`src/rtl/nubus_arbiter.sv`:
```
// NuBus distributed arbitration stage: drives /ARB and /RQST enables from the slot ID
// and returns arb_grant to the master once this card holds the bus.
module nubus_arbiter #(
    parameter int SETTLE_CYCLES = 2
) (
    input  logic       nub_clkn,
    input  logic       nub_reset,
    input  logic [3:0] nub_idn,
    input  logic [3:0] nub_arbn,
    input  logic       nub_startn,
    input  logic       arb_enable,
    output logic [3:0] arb_drv,
    output logic       rqst_drv,
    output logic       arb_grant
);

    localparam int CNT_W = $clog2(SETTLE_CYCLES + 1);
    localparam logic [CNT_W-1:0] CNT_LAST = CNT_W'(SETTLE_CYCLES - 1);

    typedef enum logic [1:0] {
        IDLE,
        SETTLE,
        WON,
        LOST
    } state_t;

    state_t           state_q;
    logic [CNT_W-1:0] cnt_q;
    logic [3:0]       arb_q;
    logic             start_q;
    logic [3:0]       arb_drv_q;
    logic             rqst_drv_q;
    logic             arb_grant_q;

    logic [3:0]       id;
    logic [3:0]       prio_d;

    assign id = ~nub_idn;

    // A bit of our ID may be driven only while no higher bus bit is asserted
    // by a contender whose ID has that bit set and ours does not.
    // NOTE: every combinational output gets a default before the loop so no latch is inferred.
    always_comb begin
        logic higher_ok;
        prio_d    = '0;
        higher_ok = 1'b1;
        for (int k = 3; k >= 0; k--) begin
            prio_d[k] = id[k] & higher_ok;
            higher_ok = higher_ok & (id[k] | ~arb_q[k]);
        end
    end

    // NOTE: sequential state uses non-blocking assignments only; reset is asynchronous.
    always_ff @(posedge nub_clkn or posedge nub_reset) begin
        if (nub_reset) begin
            state_q     <= IDLE;
            cnt_q       <= '0;
            arb_q       <= '0;
            start_q     <= 1'b0;
            arb_drv_q   <= '0;
            rqst_drv_q  <= 1'b0;
            arb_grant_q <= 1'b0;
        end else begin
            arb_q   <= ~nub_arbn;
            start_q <= ~nub_startn;

            case (state_q)
                IDLE: begin
                    arb_grant_q <= 1'b0;
                    if (arb_enable) begin
                        state_q    <= SETTLE;
                        cnt_q      <= '0;
                        arb_drv_q  <= prio_d;
                        rqst_drv_q <= 1'b1;
                    end else begin
                        arb_drv_q  <= '0;
                        rqst_drv_q <= 1'b0;
                    end
                end

                SETTLE: begin
                    if (!arb_enable) begin
                        state_q     <= IDLE;
                        arb_drv_q   <= '0;
                        rqst_drv_q  <= 1'b0;
                        arb_grant_q <= 1'b0;
                    end else if (cnt_q == CNT_LAST) begin
                        if (arb_q == id) begin
                            state_q     <= WON;
                            arb_drv_q   <= id;
                            arb_grant_q <= 1'b1;
                        end else begin
                            state_q   <= LOST;
                            arb_drv_q <= '0;
                        end
                    end else begin
                        cnt_q     <= cnt_q + 1'b1;
                        arb_drv_q <= prio_d;
                    end
                end

                WON: begin
                    if (!arb_enable) begin
                        state_q     <= IDLE;
                        arb_drv_q   <= '0;
                        rqst_drv_q  <= 1'b0;
                        arb_grant_q <= 1'b0;
                    end else if (start_q) begin
                        rqst_drv_q <= 1'b0;
                    end
                end

                LOST: begin
                    if (!arb_enable) begin
                        state_q    <= IDLE;
                        arb_drv_q  <= '0;
                        rqst_drv_q <= 1'b0;
                    end else if (start_q) begin
                        // The winner's START reopens arbitration for everyone who backed off.
                        state_q   <= SETTLE;
                        cnt_q     <= '0;
                        arb_drv_q <= prio_d;
                    end
                end

                default: begin
                    state_q     <= IDLE;
                    arb_drv_q   <= '0;
                    rqst_drv_q  <= 1'b0;
                    arb_grant_q <= 1'b0;
                end
            endcase
        end
    end

    assign arb_drv   = arb_drv_q;
    assign rqst_drv  = rqst_drv_q;
    assign arb_grant = arb_grant_q;

endmodule
```
`config.mk`:
```
export PLATFORM = sky130hd
export DESIGN_NAME = nubus_arbiter
export DESIGN_NICKNAME = d
export VERILOG_FILES = /design/src/rtl/nubus_arbiter.sv
export SDC_FILE = /design/constraint.sdc
export NUM_CORES = 1
export LEC_CHECK = 0
export CORE_MARGIN = 8
export CORE_UTILIZATION = 45
export DETAILED_ROUTE_END_ITERATION = 6
export GPL_ROUTABILITY_DRIVEN = 0
export GPL_TIMING_DRIVEN = 0
export PLACE_DENSITY = 0.69
export SETUP_SLACK_MARGIN = 0.02
export SLEW_MARGIN = 20
export SYNTH_ARGS = -nofsm -noshare
export SYNTH_HDL_FRONTEND = slang
export SYNTH_SLANG_ARGS = --single-unit
```
`constraint.sdc`:
```
create_clock -name nub_clkn -period 3.22 [get_ports nub_clkn]
set_input_delay 0.644 -clock nub_clkn [delete_from_list [all_inputs] [get_ports nub_clkn]]
set_output_delay 0.644 -clock nub_clkn [all_outputs]
set_load 0.005 [all_outputs]
```
==> impl_results.md <==
- Initial antenna violation count: 0
- Non-filler cells in the finished layout: 134
- Cell Area, Placed: 0.00106 mm2
- Crit path largest cell delay: 0.60 ns
- Final setup vio count: 0
- Top cells by count, synth: 15 x dfrtp_1, 13 x inv_1, 9 x ha_1
- Drt pass-1 iters: 4
- Most common cell in the netlist: dfrtp_1
- Worst setup path start: arb_enable
- Static leakage: 0.519 nW
- DRT Wirelength: 1740 um
- Initial Util: 45.7%
- Design Area, Final: 0.00109 mm2
- WL/cell: 13.0 um
- Crit-path cells: clkdlybuf4s50_1 -> inv_1 -> o32a_1 -> or4b_1 -> nand3_1
- Clock sink total: 15
- Hold Crit Class: flip-flop to flip-flop
- Hold Slack: 0.505 ns
- Syn Inst Count: 86
- Post-Syn Area: 861 um2
- Area contributors post-synth: dfrtp_1 44%, ha_1 13%, inv_1 5.7%, a32o_1 3.5%, o21ai_0 3.5%
- CTS Hold Buffers Added: 0
- Syn nets: 107
- Top_reg_cell synth: dfrtp_1
- Slew Viols, Final: 0
- Final design utilization: 58.0%
- Diodes inserted: 0
- Die height: 59.7 um
- EDFF count, synth: 0
- Slew at the pin with the worst max-slew slack: 0.571 ns
- Critical Path End Type: flip-flop
- Clock skew: 0.00559 ns
- CP max FO: 7
- CP top delay family: buffers and inverters
- CTS tree: built
- Reg2Reg Launch Point: state_q[1]$_DFFE_PP0P_
- Clock transition time at the flip-flop clock pins of the worst setup and hold paths: 0.09 ns
- Nets: 129
- Cell total after placement: 130
- Cell Rows: 16
- Min Tclk post-route: 1.98 ns
- DR vias: 686
- Final Hold Fails: 0
- CTS root buffer: clkbuf_4
- Worst Hold Launch: arb_drv[1]$_DFFE_PP0P_
- Top Ports: 18
- Status: finished, final reports clean
- Fmax: 506 MHz
- Tot GR Track Use: 11.4%
- CP Launch Type: primary input
- Via/cell ratio: 5.12
- Port bufs: 17
- Area grow syn2layout: 26.7%
- First DRT Iteration DRCs: 15
- Cell taking the most area after synthesis: dfrtp_1
- Flop2flop setup slack: 1.38 ns
- Antenna viol nets, final: 0
- Area of the multi-input gates: 422 um2
- Share of the synthesized area in the top cell type: 43.6%
- Storage cell area: 375 um2
- CTS H-Tree Depth: 1
- Max-slew headroom: 61.9%
- Post-cts sizing count: 0
- WP data required: 3.45 ns
- DP Worst Slack: 0.952 ns
- Seq/Total Area, Yosys: 43.6%
- Peak supply drop: 0.000370 V
- Final WS setup: 1.24 ns
- Chip width: 59.7 um
- Vias in the first global route: 706
- Dpl hpwl: 1390 um
- RSZ-0062 raised after global routing: no
- Grt ovf: 0
- Pwr dens: 712 mW/mm2
- Filler cells: 181
- Worst Path Arrival: 2.20 ns
- Cts bufs inserted: 3
- Async S/R FF share, synth: 100%
- Design Power: 0.777 mW
- Worst path slowest cell: clkdlybuf4s50_1
- Max Cap Viol: 0
- Core area: 0.00188 mm2
- # DRC: 0
- Distinct cells, synth: 29
- Avg Cell Area, Syn: 10.0 um2
- First-pass GRT wire length: 3140 um
- Largest net degree at the start of global routing: 16
- Worst skew pair latency: 0.28 ns
- Number of synthesis warnings: 0
- Die area: 0.00357 mm2
- Synth Register Bits: 15
- Period utilisation layout: 61.4%
- Crit path buffers/inverters: 2
- Critical path type: primary input to flip-flop
- TNS Setup: 0 ns
- Post-CTS Repair Setup Buffers: 0
- Fraction of layout cells with a size suffix above 1: 6.54%
- Max clock buf depth: 2
==> state kept, by name, summed over array words and instances (netlist names) <==
| signal | cells |
|---|---|
| arb_q | 4 |
| arb_drv | 4 |
| rqst_drv | 1 |
| cnt_q | 2 |
| arb_grant | 1 |
| state_q | 2 |
| start_q | 1 |
==> final cells by class <==
cell class / instances / share of cell area, %
Clock buffer: 4 / 2.41
Buffer: 2 / 1.38
Sequential cell: 15 / 34.4
Tap cell: 27 / 3.10
Timing Repair Buffer: 17 / 15.6
Multi-Input combinational cell: 56 / 38.6
Inverter: 13 / 4.47
==> kinds of logic after synthesis <==
group | after synthesis | synth area share (%)
AOI/OAI and AO/OA | 25 | 20.2
xor gates and xnor gates | 1 | 1.02
adders and majority gates | 9 | 13.1
buffers and inverters | 15 | 7.41
DFF | 15 | 43.6
muxes | 3 | 3.63
and+or+nand+nor | 18 | 11.0
==> worst paths after layout <==
| kind | depth (start not counted) | to |
|---|---|---|
| setup / recovery | 5 | cnt_q[0]$_DFFE_PP0P_ |
| hold / removal | 1 | arb_drv[1]$_DFFE_PP0P_ |
| setup reg to reg | 6 | cnt_q[0]$_DFFE_PP0P_ |
| hold reg to reg | 1 | arb_drv[1]$_DFFE_PP0P_ |
| max in group asynchronous | 2 | arb_drv[2]$_DFFE_PP0P_ |
| min in group asynchronous | 2 | rqst_drv$_DFFE_PP0P_ |
==> cells in the final DEF, fill, tap and decap left out, types with 2 or more instances in the layout <==
master and count:
a21oi_1 4, clkbuf_4 3, clkbuf_1 2, a32o_1 3, o21ai_0 6, nand3_1 2, o31ai_1 2, mux2i_1 2
clkdlybuf4s50_1 17, nand2_1 4, nor2_1 8, inv_1 13, dfrtp_1 15, ha_1 9
==> power by group <==
group	switching [mW]	internal, mW	total (mW)
clock network	0.0595	0.0481	0.108
registers	0.0299	0.237	0.267
logic	0.202	0.200	0.402
==> per-layer routing <==
| metal | vias up | GRT usage [%] | wire, um | share of wire [%] |
|---|---|---|---|---|
| met5 | - | 0 | 0 | 0 |
| met4 | 0 | 5.10 | 23 | 1.3 |
| met3 | 4 | 3.01 | 104 | 6.0 |
| met2 | 18 | 18.8 | 860 | 49 |
| met1 | 320 | 13.3 | 753 | 43 |
| li1 | 344 | - | - | - |
Power figures use the tool's default switching activity.
